--- config.mk ---
export PLATFORM = sky130hd
export DESIGN_NAME = relu_maxpool_flat
export DESIGN_NICKNAME = d
export VERILOG_FILES = /design/src/rtl/relu_maxpool_pkg.sv /design/src/rtl/relu_maxpool_if.sv /design/src/rtl/relu_maxpool_pool_line_buf.sv /design/src/rtl/relu_maxpool.sv /design/src/flat_wrapper.sv
export SDC_FILE = /design/constraint.sdc
export NUM_CORES = 1
export LEC_CHECK = 0
export ABC_AREA = 1
export BUFFER_PORTS_ARGS = -buffer_cell sky130_fd_sc_hd__buf_4
export CAP_MARGIN = 40
export CELL_PAD_IN_SITES_DETAIL_PLACEMENT = 0
export CELL_PAD_IN_SITES_GLOBAL_PLACEMENT = 1
export CORE_ASPECT_RATIO = 2
export CORE_MARGIN = 5
export CORE_UTILIZATION = 28
export CTS_CLUSTER_DIAMETER = 100
export DETAILED_ROUTE_END_ITERATION = 6
export GPL_TIMING_DRIVEN = 0
export HOLD_SLACK_MARGIN = 0.12
export PLACE_DENSITY = 0.57
export SYNTH_ARGS = -nofsm -noshare
export SYNTH_HDL_FRONTEND = slang
export SYNTH_HIERARCHICAL = 1
export SYNTH_SLANG_ARGS = --single-unit
export TNS_END_PERCENT = 50
--- constraint.sdc ---
create_clock -name clk -period 6.29 [get_ports clk]
set_clock_uncertainty 0.2 [all_clocks]
set_input_delay 0.3145 -clock clk [delete_from_list [all_inputs] [get_ports clk]]
set_output_delay 0.3145 -clock clk [all_outputs]
set_load 0.005 [all_outputs]
--- src/rtl/relu_maxpool_pkg.sv ---
// Shared definitions for the relu_maxpool post-processing stage:
// default widths, FSM state encoding and the signed max helper.
package relu_maxpool_pkg;

  localparam int DATA_SIZE = 32;
  localparam int ADDR_SIZE = 18;
  localparam int MAX_WIDTH = 64;

  typedef enum logic [1:0] {
    ST_IDLE = 2'd0,
    ST_WORK = 2'd1,
    ST_DONE = 2'd2
  } state_e;

  // Two's-complement maximum; ties return a.
  function automatic logic [DATA_SIZE-1:0] smax(input logic [DATA_SIZE-1:0] a,
                                                input logic [DATA_SIZE-1:0] b);
    return ($signed(a) >= $signed(b)) ? a : b;
  endfunction

endpackage

--- src/rtl/relu_maxpool_if.sv ---
// Command, pixel-stream and pooled-memory signals of relu_maxpool.
// The master drives commands and pixels; the slave (the pooling stage) drives memory writes.
interface relu_maxpool_if #(
  parameter int data_size    = relu_maxpool_pkg::DATA_SIZE,
  parameter int address_size = relu_maxpool_pkg::ADDR_SIZE
);
  logic                    cmd_start;
  logic [7:0]              mode_width;
  logic                    mode_relu;
  logic                    in_valid;
  logic [data_size-1:0]    in_data;
  logic                    wen;
  logic [address_size-1:0] paddr;
  logic [data_size-1:0]    pdata;
  logic                    cmd_done;
  logic                    cmd_done_valid;

  modport master (
    output cmd_start, mode_width, mode_relu, in_valid, in_data,
    input  wen, paddr, pdata, cmd_done, cmd_done_valid
  );

  modport slave (
    input  cmd_start, mode_width, mode_relu, in_valid, in_data,
    output wen, paddr, pdata, cmd_done, cmd_done_valid
  );
endinterface

--- src/rtl/relu_maxpool_pool_line_buf.sv ---
// Half-width line buffer holding the horizontal pair maxima of an even row
// until the matching odd row arrives. Synchronous write, combinational read.
module pool_line_buf
  import relu_maxpool_pkg::*;
#(
  parameter int DEPTH = MAX_WIDTH / 2,
  parameter int DW    = DATA_SIZE,
  parameter int AW    = $clog2(MAX_WIDTH / 2)
) (
  input  logic          clk_i,
  input  logic          we_i,
  input  logic [AW-1:0] waddr_i,
  input  logic [DW-1:0] wdata_i,
  input  logic [AW-1:0] raddr_i,
  output logic [DW-1:0] rdata_o
);

  logic [DW-1:0] mem_q [DEPTH];

  // Storage array; contents are don't-care after reset.
  always_ff @(posedge clk_i) begin
    if (we_i) begin
      mem_q[waddr_i] <= wdata_i;
    end else begin
      mem_q[waddr_i] <= mem_q[waddr_i];
    end
  end

  assign rdata_o = mem_q[raddr_i];

endmodule

--- src/rtl/relu_maxpool.sv ---
// Optional ReLU followed by 2x2 stride-2 max-pooling of a W x W raster stream,
// writing the pooled map to sequential addresses and pulsing cmd_done per frame.
module relu_maxpool
  import relu_maxpool_pkg::*;
#(
  parameter int data_size    = DATA_SIZE,
  parameter int address_size = ADDR_SIZE,
  parameter int max_width    = MAX_WIDTH
) (
  input logic          clk,
  input logic          rst,
  relu_maxpool_if.slave bus
);

  localparam int LB_DEPTH = max_width / 2;
  localparam int LB_AW    = (LB_DEPTH > 1) ? $clog2(LB_DEPTH) : 1;

  state_e                  state_q, state_d;
  logic [7:0]              w_q, w_d;
  logic [7:0]              col_q, col_d;
  logic [7:0]              row_q, row_d;
  logic                    relu_q, relu_d;
  logic [address_size-1:0] paddr_q, paddr_d;
  logic                    wen_q, wen_d;
  logic [data_size-1:0]    pdata_q, pdata_d;
  logic [data_size-1:0]    pair_q, pair_d;

  logic                    lb_we_s;
  logic [LB_AW-1:0]        lb_idx_s;
  logic [data_size-1:0]    lb_rdata_s;
  logic [data_size-1:0]    v_s;
  logic [data_size-1:0]    h_s;
  logic [data_size-1:0]    result_s;

  assign v_s      = (relu_q && bus.in_data[data_size-1]) ? {data_size{1'b0}} : bus.in_data;
  assign h_s      = smax(pair_q, v_s);
  assign result_s = smax(lb_rdata_s, h_s);
  assign lb_idx_s = col_q[LB_AW:1];

  pool_line_buf #(
    .DEPTH (LB_DEPTH),
    .DW    (data_size),
    .AW    (LB_AW)
  ) u_line_buf (
    .clk_i   (clk),
    .we_i    (lb_we_s),
    .waddr_i (lb_idx_s),
    .wdata_i (h_s),
    .raddr_i (lb_idx_s),
    .rdata_o (lb_rdata_s)
  );

  // Frame sequencing, raster counters and pooling decisions for the accepted beat.
  always_comb begin
    state_d = state_q;
    w_d     = w_q;
    relu_d  = relu_q;
    col_d   = col_q;
    row_d   = row_q;
    pair_d  = pair_q;
    lb_we_s = 1'b0;
    wen_d   = 1'b0;
    pdata_d = {data_size{1'b0}};
    // paddr advances in the cycle after each write so the write sees the current index.
    paddr_d = wen_q ? (paddr_q + {{(address_size-1){1'b0}}, 1'b1}) : paddr_q;

    case (state_q)
      ST_IDLE: begin
        if (bus.cmd_start) begin
          state_d = ST_WORK;
          w_d     = bus.mode_width;
          relu_d  = bus.mode_relu;
          col_d   = 8'd0;
          row_d   = 8'd0;
          paddr_d = {address_size{1'b0}};
        end else begin
          state_d = ST_IDLE;
        end
      end
      ST_WORK: begin
        if (w_q < 8'd2) begin
          state_d = ST_DONE;
        end else if (bus.in_valid) begin
          if (!col_q[0]) begin
            pair_d = v_s;
          end else if (!row_q[0]) begin
            lb_we_s = 1'b1;
          end else begin
            wen_d   = 1'b1;
            pdata_d = result_s;
          end
          if (col_q == (w_q - 8'd1)) begin
            col_d = 8'd0;
            row_d = row_q + 8'd1;
            state_d = (row_q == (w_q - 8'd1)) ? ST_DONE : ST_WORK;
          end else begin
            col_d = col_q + 8'd1;
          end
        end else begin
          state_d = ST_WORK;
        end
      end
      ST_DONE: begin
        state_d = ST_IDLE;
      end
      default: begin
        state_d = ST_IDLE;
      end
    endcase
  end

  // State and output registers with synchronous active-low reset.
  always_ff @(posedge clk) begin
    if (!rst) begin
      state_q <= ST_IDLE;
      w_q     <= 8'd0;
      relu_q  <= 1'b0;
      col_q   <= 8'd0;
      row_q   <= 8'd0;
      pair_q  <= {data_size{1'b0}};
      paddr_q <= {address_size{1'b0}};
      wen_q   <= 1'b0;
      pdata_q <= {data_size{1'b0}};
    end else begin
      state_q <= state_d;
      w_q     <= w_d;
      relu_q  <= relu_d;
      col_q   <= col_d;
      row_q   <= row_d;
      pair_q  <= pair_d;
      paddr_q <= paddr_d;
      wen_q   <= wen_d;
      pdata_q <= pdata_d;
    end
  end

  assign bus.wen            = wen_q;
  assign bus.paddr          = paddr_q;
  assign bus.pdata          = pdata_q;
  assign bus.cmd_done       = (state_q == ST_DONE);
  assign bus.cmd_done_valid = (state_q == ST_DONE);

endmodule

--- src/flat_wrapper.sv ---
// flat-port wrapper written by rule: the top's interface ports become plain ports
module relu_maxpool_flat import relu_maxpool_pkg::*;
#(
  parameter int data_size    = DATA_SIZE,
  parameter int address_size = ADDR_SIZE,
  parameter int max_width    = MAX_WIDTH
)
  (clk, rst, bus_cmd_start, bus_mode_width, bus_mode_relu, bus_in_valid, bus_in_data, bus_wen, bus_paddr, bus_pdata, bus_cmd_done, bus_cmd_done_valid);
  relu_maxpool_if #(.data_size(data_size), .address_size(address_size)) bus_i ();
  input logic clk;
  input logic rst;
  input wire logic [$bits(bus_i.cmd_start)-1:0] bus_cmd_start;
  input wire logic [$bits(bus_i.mode_width)-1:0] bus_mode_width;
  input wire logic [$bits(bus_i.mode_relu)-1:0] bus_mode_relu;
  input wire logic [$bits(bus_i.in_valid)-1:0] bus_in_valid;
  input wire logic [$bits(bus_i.in_data)-1:0] bus_in_data;
  output wire logic [$bits(bus_i.wen)-1:0] bus_wen;
  output wire logic [$bits(bus_i.paddr)-1:0] bus_paddr;
  output wire logic [$bits(bus_i.pdata)-1:0] bus_pdata;
  output wire logic [$bits(bus_i.cmd_done)-1:0] bus_cmd_done;
  output wire logic [$bits(bus_i.cmd_done_valid)-1:0] bus_cmd_done_valid;
  assign bus_i.cmd_start = bus_cmd_start;
  assign bus_i.mode_width = bus_mode_width;
  assign bus_i.mode_relu = bus_mode_relu;
  assign bus_i.in_valid = bus_in_valid;
  assign bus_i.in_data = bus_in_data;
  assign bus_wen = bus_i.wen;
  assign bus_paddr = bus_i.paddr;
  assign bus_pdata = bus_i.pdata;
  assign bus_cmd_done = bus_i.cmd_done;
  assign bus_cmd_done_valid = bus_i.cmd_done_valid;
  relu_maxpool #(.data_size(data_size), .address_size(address_size), .max_width(max_width)) u_core (.clk(clk), .rst(rst), .bus(bus_i));
endmodule
Yosys cells after proc, flatten, opt, wreduce, memory -nomap -nowiden

Memories as Yosys holds them, arrays and structs flattened. A register that Yosys moved wholly into a read port is not among the register bits.
Cells that the tools add are included.

Order comparisons: 3
Reduce and logical (&&, ||, !) cells: 9
Muxes and demuxes: 33
Bitwise operators: 7
Eq/ne operators: 9
Add/subtract/negate cells: 4

Operators by type and width:

| kind                    | number |
|---|---|
| $mux W32                | 4 |
| $ge A32 B32 Y1          | 2 |
| $mux W8                 | 7 |
| $mux W18                | 3 |
| $pmux W8 S2             | 2 |
| $add A18 B1 Y18 const B | 1 |
| $add A8 B1 Y8 const B   | 2 |
| $eq A8 B8 Y1            | 2 |
| $mux W1                 | 10 |
| $mux W5                 | 2 |
| $lt A8 B2 Y1 const B    | 1 |
| $mux W2                 | 4 |
| $reduce_and A4 Y1       | 2 |
| $sub A8 B1 Y8 const B   | 1 |
| $ne A2 B2 Y1 const B    | 3 |
| $not A1 Y1              | 6 |
| $reduce_or A6 Y1        | 1 |
| $reduce_and A5 Y1       | 1 |
| $reduce_or A5 Y1        | 1 |
| $ne A4 B2 Y1 const B    | 1 |
| $pmux W2 S2             | 1 |
| $eq A2 B1 Y1 const B    | 1 |
| $eq A2 B2 Y1 const B    | 1 |
| $logic_not A2 Y1        | 1 |
| 5 further kinds         | 5 |

RAM bits: 1024
Input port bits: 45
Register bits: 110
Output and inout bits: 53
Word-level logic and storage cells: 75
Memories: 1

Memories:

| memory                  | words | width | read ports | clocked after memory_dff | wr ports | RTL line                         | text |
|---|---|---|---|---|---|---|---|
| u_core.u_line_buf.mem_q | 32    | 32    | 1          | 1                        | 1        | relu_maxpool_pool_line_buf.sv:18 | `logic [DW-1:0] mem_q [DEPTH];` |

Depth between registers and ports, before layout

Gate-level depths: netlist of the first run.

Depth in word-level cells: 8
Mapped depth: 40
Mapped depth without buffers: 37

Modules after synthesis

The synthesis of the first run kept the hierarchy.

By module, submodules not included:

| module        | sequential area each (um2) | cells an instance | instances | area an instance (um2) |
|---|---|---|---|---|
| pool_line_buf | 30749.5                    | 3504              | 1         | 41765.1 |
| relu_maxpool  | 2202.1                     | 1097              | 1         | 7252.0 |

Worst setup path after synthesis of the first run

No wires, ideal clock.

Path kind: input-to-reg
Start point: in bus_in_data[31]
End point: reg u_core.pdata_q[16], in the netlist u_core/bus.pdata[16]
Setup slack: 1786 ps
Cell stages on the path: 30
Arrival: 4195 ps
Required time: 5981 ps
Buffers on the path: 3
Library setup time: 109 ps
Cell sequence: nand2_1 clkbuf_1 nand2_1 ha_1 nand2_1 inv_1 o21ai_0 nand2_1 nor2_1 nand2_1 nand2_1 nand2_1 nand2_1 clkbuf_1 nand4_1 nand2_1 inv_1 ha_1 nand2_1 nor4_1 nand2_1 nand2_1 nand2_1 nand3_1 nand3_2 inv_2 buf_2 nand3_1 nand2_1 inv_1

Cells in the longest elaborated chain, start to end: 6

RTL lines:

| element              | RTL line               | text |
|---|---|---|
| start, declared      | flat_wrapper.sv:16     | `input wire logic [$bits(bus_i.in_data)-1:0] bus_in_data;` |
| $logic_and A1 B1 Y1  | relu_maxpool.sv:35     | `assign v_s = (relu_q && bus.in_data[data_size-1]) ? {data_size{1'b0}} : bus.in_data;` |
| $mux W32 *           | relu_maxpool.sv:35     |  |
| $ge A32 B32 Y1       | relu_maxpool_pkg.sv:18 | `return ($signed(a) >= $signed(b)) ? a : b;` |
| $mux W32 *           | relu_maxpool_pkg.sv:18 |  |
| via u_core.h_s[15]   | relu_maxpool.sv:32     | `logic [data_size-1:0] h_s;` |
| $ge A32 B32 Y1 *     | relu_maxpool_pkg.sv:18 |  |
| $mux W32 *           | relu_maxpool_pkg.sv:18 |  |
| end signal, assigned | relu_maxpool.sv:123    | `pdata_q <= {data_size{1'b0}};` |
| end signal, assigned | relu_maxpool.sv:133    | `pdata_q <= pdata_d;` |
| end, declared        | relu_maxpool.sv:25     | `logic [data_size-1:0] pdata_q, pdata_d;` |

The timed path passes the listed nets; every way through them passes the cells marked *.
A chain may end at the register's enable or synchronous reset.

Final worst setup path of the first run

Start point: reg u_core.relu_q
End point: reg u_core.pdata_q[26], in the netlist u_core/bus.pdata[26]

Cells in the longest elaborated chain, start to end: 6

RTL lines:

| element                | RTL line               | text |
|---|---|---|
| start, declared        | relu_maxpool.sv:22     | `logic relu_q, relu_d;` |
| start signal, assigned | relu_maxpool.sv:127    | `relu_q <= relu_d;` |
| $logic_and A1 B1 Y1 *  | relu_maxpool.sv:35     |  |
| $mux W32 *             | relu_maxpool.sv:35     |  |
| $ge A32 B32 Y1         | relu_maxpool_pkg.sv:18 |  |
| $mux W32 *             | relu_maxpool_pkg.sv:18 |  |
| via u_core.h_s[31]     | relu_maxpool.sv:32     |  |
| $ge A32 B32 Y1 *       | relu_maxpool_pkg.sv:18 |  |
| $mux W32 *             | relu_maxpool_pkg.sv:18 |  |

Marks and branches as above.

==> impl_metrics.env, run 1 <==
export IMPL_critPathBufInv=8
export IMPL_path_delay_family="simple AND/OR/NAND/NOR gates"
export IMPL_use_met3_pct=1.87
export IMPL_grt_first_pass_wirelength_microns=258000
export IMPL_numClockSinks=1134
export IMPL_p_leak_nw=22.3
export IMPL_netlist_instances=4601
export IMPL_worst_pin_slew_ns=0.930
export IMPL_cp_required_ns=6.67
export IMPL_end_kind="flip-flop"
export IMPL_vias=34982
export IMPL_final_common_cell="nand2_1"
export IMPL_syn_nets=4714
export IMPL_clk_pin_slew_worst_paths_ns=0.07
export IMPL_reg2reg_depth=32
export IMPL_die_y_microns=602
export IMPL_clock_latency_ns=0.69
export IMPL_cp_common_cell="nand2_1"
export IMPL_holdCritPathClass="in2reg"
export IMPL_post_route_period_util_pct=93.5
export IMPL_fmax_mhz=170
export IMPL_dp_hpwl_microns=137000
export IMPL_arrival_ns=6.26
export IMPL_h_tree_depth=3
export IMPL_pwr_density_cell_nw_per_um2=283
export IMPL_ir_drop_mv=0.186
export IMPL_gp_congestion=0.858
export IMPL_met2_usage_pct=39.4
export IMPL_final_cell_mix="1678 x nand2_1, 1024 x edfxtp_1, 845 x nand3_1"
export IMPL_ys_ff_latch=1134
export IMPL_routed_wl_microns=185000
export IMPL_hold_viol=0
export IMPL_cts_root_buf="clkbuf_16"
export IMPL_synthFlopType="edfxtp_1"
export IMPL_reg2reg_slack_ns=0.41
export IMPL_vias_per_cell=4.77
export IMPL_port_buffer_count=97
export IMPL_layout_drive_gt1_share_pct=12.4
export IMPL_reg2reg_from="u_core/relu_q"
export IMPL_slowest_delay_ns=0.39
export IMPL_dr_pass1_iters=5
export IMPL_yosysUniqueCellTypes=41
export IMPL_overflow=0
export IMPL_grt_met1_usage_pct=18.4
export IMPL_start_kind="flip-flop"
export IMPL_worstHoldStart="bus_mode_width[6]"
export IMPL_ant_nets=0
export IMPL_worstSetupPathType="reg2reg"
export IMPL_fp_dieArea_sq_um=184000
export IMPL_nFillCells=17645
export IMPL_synth_area_per_cell_sq_um=10.7
export IMPL_io_pins=98
export IMPL_r2r_end="u_core/bus.pdata[26]"
export IMPL_outcome="finished, final reports clean"
export IMPL_hold_end="u_core/w_q[6]"
export IMPL_yosysSeqAreaShare_pct=67.2
export IMPL_hold_depth=4
export IMPL_core_sq_um=175000
export IMPL_maxCapViolations=0
export IMPL_drt_first_iter_violations=2318
export IMPL_synthArstFlopShare_pct=0
export IMPL_drc=0
export IMPL_cts_buffers=97
export IMPL_maxSlewViolCount=0
export IMPL_pre_cts_ws_ns=-0.908
export IMPL_die_x_microns=306
export IMPL_cts_path_max_buffers=3
export IMPL_syn_cell_area_sq_um=49000
export IMPL_critPathMaxFanout=12
export IMPL_rows=217
export IMPL_grt_setup_unrepaired="no"
export IMPL_syn2layout_area_growth_pct=19.5
export IMPL_synth_edf_count=1024
export IMPL_wl_per_cell_microns=25.2
export IMPL_setup_ws_ns=0.408
export IMPL_cts_tree="built"
export IMPL_placed_area_sq_um=54500
export IMPL_setup_viol=0
export IMPL_grt_busiest_layer="met2"
export IMPL_setup_tns_final_ns=0
export IMPL_start_util_pct=28.1
export IMPL_grt_start_max_net_pins=34
export IMPL_slowest_stage="dfxtp_1"
export IMPL_final_nets=5056
export IMPL_design_area_sq_um=58600
export IMPL_grt_usage_pct=19.5
export IMPL_grt_pass1_vias=35504
export IMPL_yosys_warnings=6
export IMPL_final_min_clock_period_ns=5.88
export IMPL_max_slew_margin_pct=38.0
export IMPL_antenna_found_initial=4
[worst register-to-register path, delay by kind of cell (launching register included)]
| family | cells | cell delay, ns |
|---|---|---|
| adder cells (fa/ha/maj) | 2 | 0.68 |
| flip-flops | 1 | 0.39 |
| buffers and inverters | 8 | 1.33 |
| AND/OR/NAND/NOR | 22 | 3.18 |
[kinds of logic after synthesis]
| kind of cell | Yosys count | synth area share [%] |
|---|---|---|
| buffers and inverters | 463 | 5.10 |
| adder cells (fa/ha/maj) | 68 | 1.74 |
| AO/OA/AOI/OAI | 173 | 1.80 |
| XOR/XNOR | 30 | 0.551 |
| AND/OR/NAND/NOR | 2733 | 23.6 |
| flip-flops | 1134 | 67.2 |
[synth_stat cells (7+ instances only)]
library cell,n,area [sq um]
a21oi_1,119,596
nor3_1,12,60.1
o21ai_0,45,225
inv_1,195,732
buf_6,67,754
buf_2,98,490
dfxtp_1,110,2200
clkbuf_1,47,176
buf_1,18,67.6
nand3_1,845,4230
nor2_1,101,379
edfxtp_1,1024,30700
inv_2,7,26.3
nand4_1,40,250
buf_4,25,188
xor2_1,28,245
ha_1,68,851
nand2_1,1710,6420
[worst max-delay path by stage]
stage | start | endpoint | slack, ns | depth (start not counted)
after detailed placement | u_core/relu_q | u_core/bus.pdata[27] | -0.91 | 29
final | u_core/relu_q | u_core/bus.pdata[26] | 0.41 | 32
after floorplan | bus_in_data[31] | u_core/bus.pdata[16] | 1.79 | 30
after CTS | u_core/relu_q | u_core/bus.pdata[27] | 0.02 | 32
after global routing | u_core/relu_q | u_core/bus.pdata[27] | 0.02 | 33
after global placement | u_core/relu_q | u_core/bus.pdata[27] | -1.44 | 28
[where the power goes]
part	switching, mW	internal (mW)	leakage (nW)	total, mW
Clock	2.86	3.39	1.55	6.25
Combinational	1.21	0.492	10.5	1.70
Sequential	0.0290	8.57	10.2	8.60
Total	4.10	12.5	22.3	16.6
[sequential cells by signal, indices dropped and copies added, names as in the netlist]
register                 cells
u_core/state_q               2
u_core/relu_q                1
u_core/row_q                 8
u_core/col_q                 8
u_core/pair_q               32
u_core/bus.pdata            32
u_core/bus.wen               1
u_core/bus.paddr            18
u_core/u_line_buf/mem_q   1024
u_core/w_q                   8
[through the flow]
| stage | std cells | hold WS [ns] | total power, mW | utilization (%) |
|---|---|---|---|---|
| after floorplan | 4601 | 0.246 | 9.55 | - |
| after CTS | 7321 | 0.210 | 16.7 | 33.5 |
| after global routing | 7325 | 0.284 | 17.1 | 33.5 |
| final | 7328 | 0.249 | 16.6 | 33.5 |
| after global placement | 6997 | 0.237 | 10.2 | 30.1 |
| after detailed placement | 7077 | 0.245 | 10.4 | 31.2 |
[final cells by class]
| cell class | instances | area (sq um) | area share (%) |
|---|---|---|---|
| clock inverter | 67 | 681 | 1.16 |
| clock buffer | 112 | 2530 | 4.31 |
| buffer | 259 | 1750 | 2.98 |
| tap | 2299 | 2880 | 4.91 |
| antenna | 6 | 15.0 | 0.0256 |
| timing repair buffer | 243 | 3000 | 5.12 |
| multi-input combinational | 3004 | 14000 | 23.9 |
| inverter | 204 | 773 | 1.32 |
| sequential | 1134 | 33000 | 56.3 |
[metal layers]
metal	vias to the layer above	part of all wire, %
met5	-	0
met4	0	7.4
met3	417	3.5
met2	976	57
met1	17182	32
li1	16407	-
[what timing repair did]
action                     4_1_cts  5_1_grt
hold buffers                    63        0
gates resized for setup         27       21
setup endpoints to repair       32       30
pin swaps                        2        1
setup buffers                    2        1
hold endpoints to repair        82        0
No activity file was read; power rests on OpenSTA's default activity.
==> run 2: changes to the inputs <==
==> constraint.sdc (replaced) <==
create_clock -name clk -period 6.29 [get_ports clk]
set_clock_uncertainty 0.2 [all_clocks]
set_input_delay 1.258 -clock clk [delete_from_list [all_inputs] [get_ports clk]]
set_output_delay 1.258 -clock clk [all_outputs]
set_load 0.005 [all_outputs]
==> run 2 against run 1 <==
  * Non-clock buffer count fell by 62
  * Sequential share of layout area up 0.55 points
  * Clock-buffer cell count stayed put
  * First-iteration DRC count up 3.9%
  * Sequential power is essentially flat
  * Largest power group unchanged
==> impl_metrics.env, run 2 (synthesis gave the netlist of run 1 again) <==
export IMPL_worst_pin_slew_ns=0.944
export IMPL_nFillCells=17681
export IMPL_cts_tree="built"
export IMPL_vias=34794
export IMPL_post_route_period_util_pct=94.9
export IMPL_rows=217
export IMPL_grt_first_pass_wirelength_microns=257000
export IMPL_dp_hpwl_microns=137000
export IMPL_end_kind="flip-flop"
export IMPL_cts_buffers=97
export IMPL_highest_layer="met4"
export IMPL_final_nets=4994
export IMPL_cts_root_buf="clkbuf_16"
export IMPL_clock_latency_ns=0.70
export IMPL_p_leak_nw=22.0
export IMPL_maxCapViolations=0
export IMPL_slowest_delay_ns=0.38
export IMPL_port_buffer_count=97
export IMPL_outcome="finished, final reports clean"
export IMPL_setup_viol=0
export IMPL_critPathBufInv=9
export IMPL_die_y_microns=602
export IMPL_syn2layout_area_growth_pct=18.3
export IMPL_final_common_cell="nand2_1"
export IMPL_start_util_pct=28.1
export IMPL_max_slew_margin_pct=37.0
export IMPL_grt_pass1_vias=35234
export IMPL_reg2reg_slack_ns=0.53
export IMPL_placed_area_sq_um=54500
export IMPL_maxSlewViolCount=0
export IMPL_fmax_mhz=168
export IMPL_pwr_density_cell_nw_per_um2=285
export IMPL_numClockSinks=1134
export IMPL_largest_reg_flops=1024
export IMPL_design_area_sq_um=58000
export IMPL_hold_viol=0
export IMPL_dr_pass1_iters=6
export IMPL_h_tree_depth=3
export IMPL_cp_required_ns=6.67
export IMPL_io_pins=98
export IMPL_drt_first_iter_violations=2408
export IMPL_fp_dieArea_sq_um=184000
export IMPL_wl_met3_microns=6190
export IMPL_clk_pin_slew_worst_paths_ns=0.07
export IMPL_cts_hold_buf=0
export IMPL_ant_nets=0
export IMPL_arrival_ns=6.35
export IMPL_worstSetupPathType="in2reg"
export IMPL_grt_usage_pct=19.5
export IMPL_die_x_microns=306
export IMPL_regMostFlops="u_core/u_line_buf/mem_q"
export IMPL_slowest_stage="nand2_2"
export IMPL_holdCritPathClass="reg2reg"
export IMPL_start_kind="primary input"
export IMPL_gp_congestion=0.858
export IMPL_cp_common_cell="nand2_1"
export IMPL_antenna_found_initial=4
export IMPL_drc=0
export IMPL_final_min_clock_period_ns=5.97
export IMPL_wl_met2_microns=105000
export IMPL_path_delay_family="simple AND/OR/NAND/NOR gates"
export IMPL_core_sq_um=175000
export IMPL_routed_wl_microns=185000
export IMPL_ir_drop_mv=0.184
export IMPL_met1_length_microns=60000
export IMPL_overflow=0
export IMPL_final_cell_mix="1678 x nand2_1, 1024 x edfxtp_1, 844 x nand3_1"
export IMPL_grt_start_max_net_pins=34
export IMPL_critPathMaxFanout=16
export IMPL_cts_path_max_buffers=3
export IMPL_whs_ns=0.253
export IMPL_layout_drive_gt1_share_pct=12.7
export IMPL_wl_per_cell_microns=25.4
export IMPL_vias_per_cell=4.79
==> run 2: changes by cell type in the layout (fill, tap and decap cells not counted), moves of 2 or more <==
cell           before  now
clkbuf_2            6    4
dlygate4sd3_1      63    0
nor2_1             67   65
nand2_2            20   16
buf_4             126  130
nand2_4            14   17
==> run 2: metrics by stage <==
| step | TNS, ns | instances | util (%) | total power, mW | worst slack [ns] |
|---|---|---|---|---|---|
| 3_5_place_dp | -52.79 | 7077 | 31.2 | 10.4 | -1.84 |
| 4_1_cts | 0 | 7258 | 33.1 | 16.7 | 0.0118 |
| 3_3_place_gp | -450.46 | 6997 | 30.1 | 10.2 | -2.37 |
| 5_1_grt | -0.00262 | 7263 | 33.2 | 17.1 | -0.00262 |
| 2_1_floorplan | 0 | 4601 | - | 9.55 | 0.843 |
| 6_report | 0 | 7266 | 33.2 | 16.5 | 0.323 |
==> run 2: report_power, final <==
| part | total (mW) | switching (mW) | internal [mW] |
|---|---|---|---|
| clock | 6.25 | 2.86 | 3.39 |
| combinational | 1.68 | 1.21 | 0.470 |
| sequential | 8.60 | 0.0290 | 8.57 |
| total | 16.5 | 4.10 | 12.4 |
==> run 2: repair_timing <==
item,CTS,global route
resized for setup,34,32
buffers inserted,2,2
setup endpoints to repair,32,31
pin swaps,2,2
==> run 2: final cells by class <==
cell class                 instances  area, sq um  area share, %
sequential                      1134        33000           56.8
multi-input combinational       3004        14000           24.2
tap                             2299         2880           4.96
clock buffer                     112         2530           4.36
timing repair buffer             181         2380           4.10
buffer                           259         1760           3.03
inverter                         204          773           1.33
clock inverter                    67          681           1.17
antenna                            6         15.0         0.0259
==> run 2: worst paths after layout <==
path / start / end / cells past startpoint
worst max-delay path: bus_in_data[31] / u_core/bus.pdata[27] / 32
worst min register to register: u_core/bus.paddr[17] / u_core/bus.paddr[17] / 1
worst max register to register: u_core/relu_q / u_core/bus.pdata[27] / 31
worst min-delay path: u_core/bus.paddr[17] / u_core/bus.paddr[17] / 1
==> run 2: per-layer routing <==
metal  vias to the layer above  global-route usage [%]
met4                         0                    12.1
li1                      16281                       -
met3                       409                    1.96
met1                     17118                    18.3
met2                       986                    39.3
met5                         -                       0
